File: config.mk
export PLATFORM = sky130hd
export DESIGN_NAME = hazard_ctrl
export DESIGN_NICKNAME = d
export VERILOG_FILES = /design/src/rtl/hazard_pkg.sv /design/src/rtl/hazard_ctrl_fwd_select.sv /design/src/rtl/hazard_ctrl.sv
export SDC_FILE = /design/constraint.sdc
export NUM_CORES = 1
export LEC_CHECK = 0
export CAP_MARGIN = 0
export CORE_MARGIN = 4
export CORE_UTILIZATION = 41
export DETAILED_ROUTE_END_ITERATION = 8
export PLACE_DENSITY = 0.76
export SYNTH_ARGS = -nofsm -noshare
export SYNTH_HDL_FRONTEND = slang
export SYNTH_SLANG_ARGS = --single-unit
File: constraint.sdc
create_clock -name clk -period 2.2 [get_ports clk]
set_input_delay 0.22 -clock clk [delete_from_list [all_inputs] [get_ports clk]]
set_output_delay 0.22 -clock clk [all_outputs]
set_load 0.05 [all_outputs]
File: src/rtl/hazard_pkg.sv
// Shared types for the pipeline hazard controller: forwarding selects and
// the load-use FSM state encoding.
package hazard_pkg;

    typedef enum logic [1:0] {
        FWD_RF  = 2'b00,
        FWD_MEM = 2'b01,
        FWD_WB  = 2'b10
    } fwd_sel_t;

    typedef enum logic {
        RUN      = 1'b0,
        LU_STALL = 1'b1
    } hz_state_t;

endpackage

File: src/rtl/hazard_ctrl_fwd_select.sv
// Single-operand EX forwarding mux select; MEM result wins over WB, and x0
// or a non-writing producer never forwards.
module fwd_select
    import hazard_pkg::*;
#(
    parameter int REG_AW = 5
) (
    input  logic [REG_AW-1:0] rs_e,
    input  logic [REG_AW-1:0] rd_m,
    input  logic              reg_write_m,
    input  logic [REG_AW-1:0] rd_w,
    input  logic              reg_write_w,
    output fwd_sel_t          sel
);

    always_comb begin
        sel = FWD_RF;
        if (reg_write_m && (rd_m != '0) && (rd_m == rs_e)) begin
            sel = FWD_MEM;
        end else if (reg_write_w && (rd_w != '0) && (rd_w == rs_e)) begin
            sel = FWD_WB;
        end
    end

endmodule

File: src/rtl/hazard_ctrl.sv
// Pipeline hazard controller: EX forwarding, load-use stalls, data-memory
// wait freezes, branch flushes and stall/flush performance counters.
//
// state    | meaning
// RUN      | normal flow; forwarding, branch flush or first load-use bubble
// LU_STALL | extra load-use bubbles, lu_cnt counts the remaining ones
module hazard_ctrl
    import hazard_pkg::*;
#(
    parameter int REG_AW   = 5,
    parameter int LOAD_LAT = 1,
    parameter int CNT_W    = 32
) (
    input  logic              clk,
    input  logic              rst_n,
    input  logic [REG_AW-1:0] rs1_d,
    input  logic [REG_AW-1:0] rs2_d,
    input  logic [REG_AW-1:0] rs1_e,
    input  logic [REG_AW-1:0] rs2_e,
    input  logic [REG_AW-1:0] rd_e,
    input  logic [REG_AW-1:0] rd_m,
    input  logic [REG_AW-1:0] rd_w,
    input  logic              reg_write_e,
    input  logic              reg_write_m,
    input  logic              reg_write_w,
    input  logic              mem_read_e,
    input  logic              pc_src_e,
    input  logic              mem_req_m,
    input  logic              mem_ready_m,
    output logic [1:0]        forward_a_e,
    output logic [1:0]        forward_b_e,
    output logic              stall_f,
    output logic              stall_d,
    output logic              stall_e,
    output logic              stall_m,
    output logic              flush_d,
    output logic              flush_e,
    output logic              flush_w,
    output logic [CNT_W-1:0]  stall_cnt,
    output logic [CNT_W-1:0]  flush_cnt
);

    localparam int LC_W = $clog2(LOAD_LAT + 1);

    hz_state_t       state;
    logic [LC_W-1:0] lu_cnt;
    fwd_sel_t        fwd_a;
    fwd_sel_t        fwd_b;
    logic            mem_busy;
    logic            lu_hit;

    fwd_select #(.REG_AW(REG_AW)) u_fwd_a (
        .rs_e        (rs1_e),
        .rd_m        (rd_m),
        .reg_write_m (reg_write_m),
        .rd_w        (rd_w),
        .reg_write_w (reg_write_w),
        .sel         (fwd_a)
    );

    fwd_select #(.REG_AW(REG_AW)) u_fwd_b (
        .rs_e        (rs2_e),
        .rd_m        (rd_m),
        .reg_write_m (reg_write_m),
        .rd_w        (rd_w),
        .reg_write_w (reg_write_w),
        .sel         (fwd_b)
    );

    assign forward_a_e = fwd_a;
    assign forward_b_e = fwd_b;

    assign mem_busy = mem_req_m && !mem_ready_m;
    assign lu_hit   = mem_read_e && reg_write_e && (rd_e != '0) &&
                      ((rd_e == rs1_d) || (rd_e == rs2_d));

    // A memory wait freezes everything and drains WB; a held branch acts
    // once the wait clears because EX is held with it.
    always_comb begin
        stall_f = 1'b0;
        stall_d = 1'b0;
        stall_e = 1'b0;
        stall_m = 1'b0;
        flush_d = 1'b0;
        flush_e = 1'b0;
        flush_w = 1'b0;
        if (mem_busy) begin
            stall_f = 1'b1;
            stall_d = 1'b1;
            stall_e = 1'b1;
            stall_m = 1'b1;
            flush_w = 1'b1;
        end else if (state == LU_STALL) begin
            stall_f = 1'b1;
            stall_d = 1'b1;
            flush_e = 1'b1;
        end else if (pc_src_e) begin
            flush_d = 1'b1;
            flush_e = 1'b1;
        end else if (lu_hit) begin
            stall_f = 1'b1;
            stall_d = 1'b1;
            flush_e = 1'b1;
        end
    end

    always_ff @(posedge clk or negedge rst_n) begin
        if (!rst_n) begin
            state     <= RUN;
            lu_cnt    <= '0;
            stall_cnt <= '0;
            flush_cnt <= '0;
        end else begin
            if (stall_f) begin
                stall_cnt <= stall_cnt + CNT_W'(1);
            end
            if (flush_d || flush_e) begin
                flush_cnt <= flush_cnt + CNT_W'(1);
            end
            if (!mem_busy) begin
                case (state)
                    RUN: begin
                        if (!pc_src_e && lu_hit && (LOAD_LAT > 1)) begin
                            state  <= LU_STALL;
                            lu_cnt <= LC_W'(LOAD_LAT - 1);
                        end
                    end
                    LU_STALL: begin
                        lu_cnt <= lu_cnt - LC_W'(1);
                        if (lu_cnt == LC_W'(1)) begin
                            state <= RUN;
                        end
                    end
                    default: begin
                        state  <= RUN;
                        lu_cnt <= '0;
                    end
                endcase
            end
        end
    end

endmodule

==> results.cfg <==
[timing]
slew_headroom = 0.513
fin_hold_ws_ns = 0.469
min_period_ns = 2.29
setup_violations = 3
finalCritPeriodShare = 1.04
slew_viol_final = 0
setup_ws_ns = -0.0904
hold_viol = 0
fmax_mhz = 437
worst_slew_pin_slew_ns = 0.730
tns_ns = -0.117
finClkSkew_ns = 0.00677

[grt]
grt_start_max_net_pins = 33
grt_pass1_wl_mm = 16.3
antenna_found_initial = 0
first_global_vias = 3322
grt_use_total = 0.198
gr-total-overflow = 0

[power_and_ir_drop]
leakage_nw = 2.41
fin_total_pwr_mw = 4.23
ir_drop_mv = 0.923
power.density_nw_per_um2 = 765

[synth]
yosysUniqueCellTypes = 39
synth_area_um2 = 3510
syn_nets = 389
yosysWarnings = 0
async_reset_ff_frac = 1.00
syn_area_per_cell_um2 = 10.2
yosys_most_used_dff = dfrtp_1
ys_seq_elements = 66
ys_seq_area_frac = 0.470
synthCells = 343
synth_edf_count = 0

[setup_path]
cpPeakStageDelay_ns = 0.44
critical_path.top_delay_family = buffers and inverters
required_ns = 2.44
critPathKind = input port to flip-flop
cp.arrival_ns = 2.53
slowest_stage = clkdlybuf4s50_1
critPathMaxFanout = 22
crit_buf_inv = 3
start_kind = input port
crit_path_end_kind = flip-flop
path_cells = clkdlybuf4s50_1 > xnor2_1 > nand3_1 > o22a_1 > o31a_1 > buf_4 > buf_12 > nor4_1 > xor2_1

[die]
io_pins = 119
core_area_um2 = 8260
die-area_um2 = 10100
die_x_um = 101
initial_core_util = 0.425
num_rows = 33
die_y_um = 101

[route]
wirelength_mm = 9.88
postRouteAntennaNets = 0
dr.pass1.iters = 4
wl_met2_mm = 4.88
top_layer = met4
detail_route.vias_per_cell = 5.25
met3_length_um = 582
drt-met1-wl_mm = 4.29
routed-via-count = 3226
drc = 0
avgRoutedWirePerCell_um = 16.1
drt_iter0_markers = 89

[final_layout]
drive_above_1_share = 0.186
final_net_count = 551
area_delta_synth_final_pct = 57.5
final_area_um2 = 5530
final_common_cell = clkdlybuf4s50_1
final_cell_mix = clkdlybuf4s50_1 (92), dfrtp_1 (60), xnor2_1 (46), xor2_1 (44), buf_4 (41)
num_antenna_cells = 0

[outcome]
violations = negative setup slack
status = complete, but fails checks

[min_path]
min_path_type = flip-flop to flip-flop

[clock_tree]
cts_buffers = 9
root_buffer = clkbuf_8
clkTransAtPathRegs_ns = 0.07
cts_tree = done
clock-sinks = 66
clk_path_buf_depth = 2
h-tree-depth = 3
clk-insertion-delay-late_ns = 0.33

[place]
placed_cell_area_um2 = 5160
io_buffers = 118
gp_congestion = 0.875
hpwl_mm = 7.43

[run]
drv_cap = 0
==> state kept, by name (all words and copies together), names as in the netlist <==
signal	flops
state	1
lu_cnt	1
stall_cnt	32
flush_cnt	32
==> Yosys cell counts, types with 3 or more instances <==
library cell / number / area (um2)
dfrtp_1: 66 / 1650
nand3_1: 20 / 100
inv_1: 12 / 45.0
and2_1: 6 / 37.5
nand4_1: 20 / 125
and3_1: 5 / 31.3
o21ai_0: 3 / 15.0
nor2_1: 16 / 60.1
nor3_1: 18 / 90.1
buf_4: 3 / 22.5
nand2_1: 29 / 109
clkbuf_1: 3 / 11.3
xor2_1: 44 / 385
or4_1: 6 / 45.0
xnor2_1: 48 / 420
nor4_1: 16 / 100
==> metrics by stage <==
step	cells	util	setup slack, ns
floorplan	343	-	-0.200
global placement	594	0.625	-0.180
detailed placement	594	0.625	-0.283
CTS	613	0.655	0.0382
global route	615	0.670	-0.178
finish	615	0.670	-0.0904
==> power by group <==
part           total, mW  internal, mW  switching (mW)  leakage [nW]
sequential          1.61          1.38           0.232         0.838
clock              0.987         0.553           0.434        0.0974
combinational       1.63         0.620            1.01          1.47
==> what timing repair did <==
item,in CTS,in global routing
endpoints found under the hold margin,30,0
endpoints found under the setup margin,5,24
pin swaps,9,10
buffers inserted,3,2
hold buffers,1,0
gates resized for setup,14,23
==> kinds of logic (layout without fill, tap and decap cells) <==
kind of cell             Yosys count  in the layout  synth area share
AND/OR/NAND/NOR                  148            148             0.232
XOR/XNOR                          93             93             0.234
flip-flops                        66             66             0.470
buffers and inverters             21            188            0.0285
AO/OA/AOI/OAI                     12             12            0.0249
adder cells (fa/ha/maj)            2              2           0.00712
multiplexers                       1              1           0.00321
==> worst register-to-register path, cell delays in order (launching register included) <==
cell	delay, ns
dfrtp_2	0.40
and4_4	0.27
nand4_4	0.11
or4_4	0.54
or4_4	0.51
xnor2_2	0.14
==> layout make-up <==
type	instances	area [um2]
multi-input cells	256	1900
fillers	658	2730
repair buffers	160	1600
well taps	105	131
clock buffers	13	149
inverters	12	45.0
clock inverters	3	40.0
flip-flops and latches	66	1660
==> path summary, 6_finish.rpt <==
check                      slack, ns            end          from  cells after the start
max                            -0.09  flush_cnt[11]      rs1_d[4]                      9
min                             0.47         lu_cnt        lu_cnt                      1
max reg2reg                     0.12  stall_cnt[27]  stall_cnt[4]                      5
min reg2reg                     0.47         lu_cnt        lu_cnt                      1
max in group asynchronous       1.10  flush_cnt[29]         rst_n                      3
min in group asynchronous       0.49  stall_cnt[26]         rst_n                      2
==> per-layer routing <==
metal / GRT usage / vias up
li1: - / 1519
met4: 0.0518 / 0
met2: 0.325 / 116
met1: 0.268 / 1581
met3: 0.0408 / 10
met5: 0 / -
(Power assumes the default switching activity.)
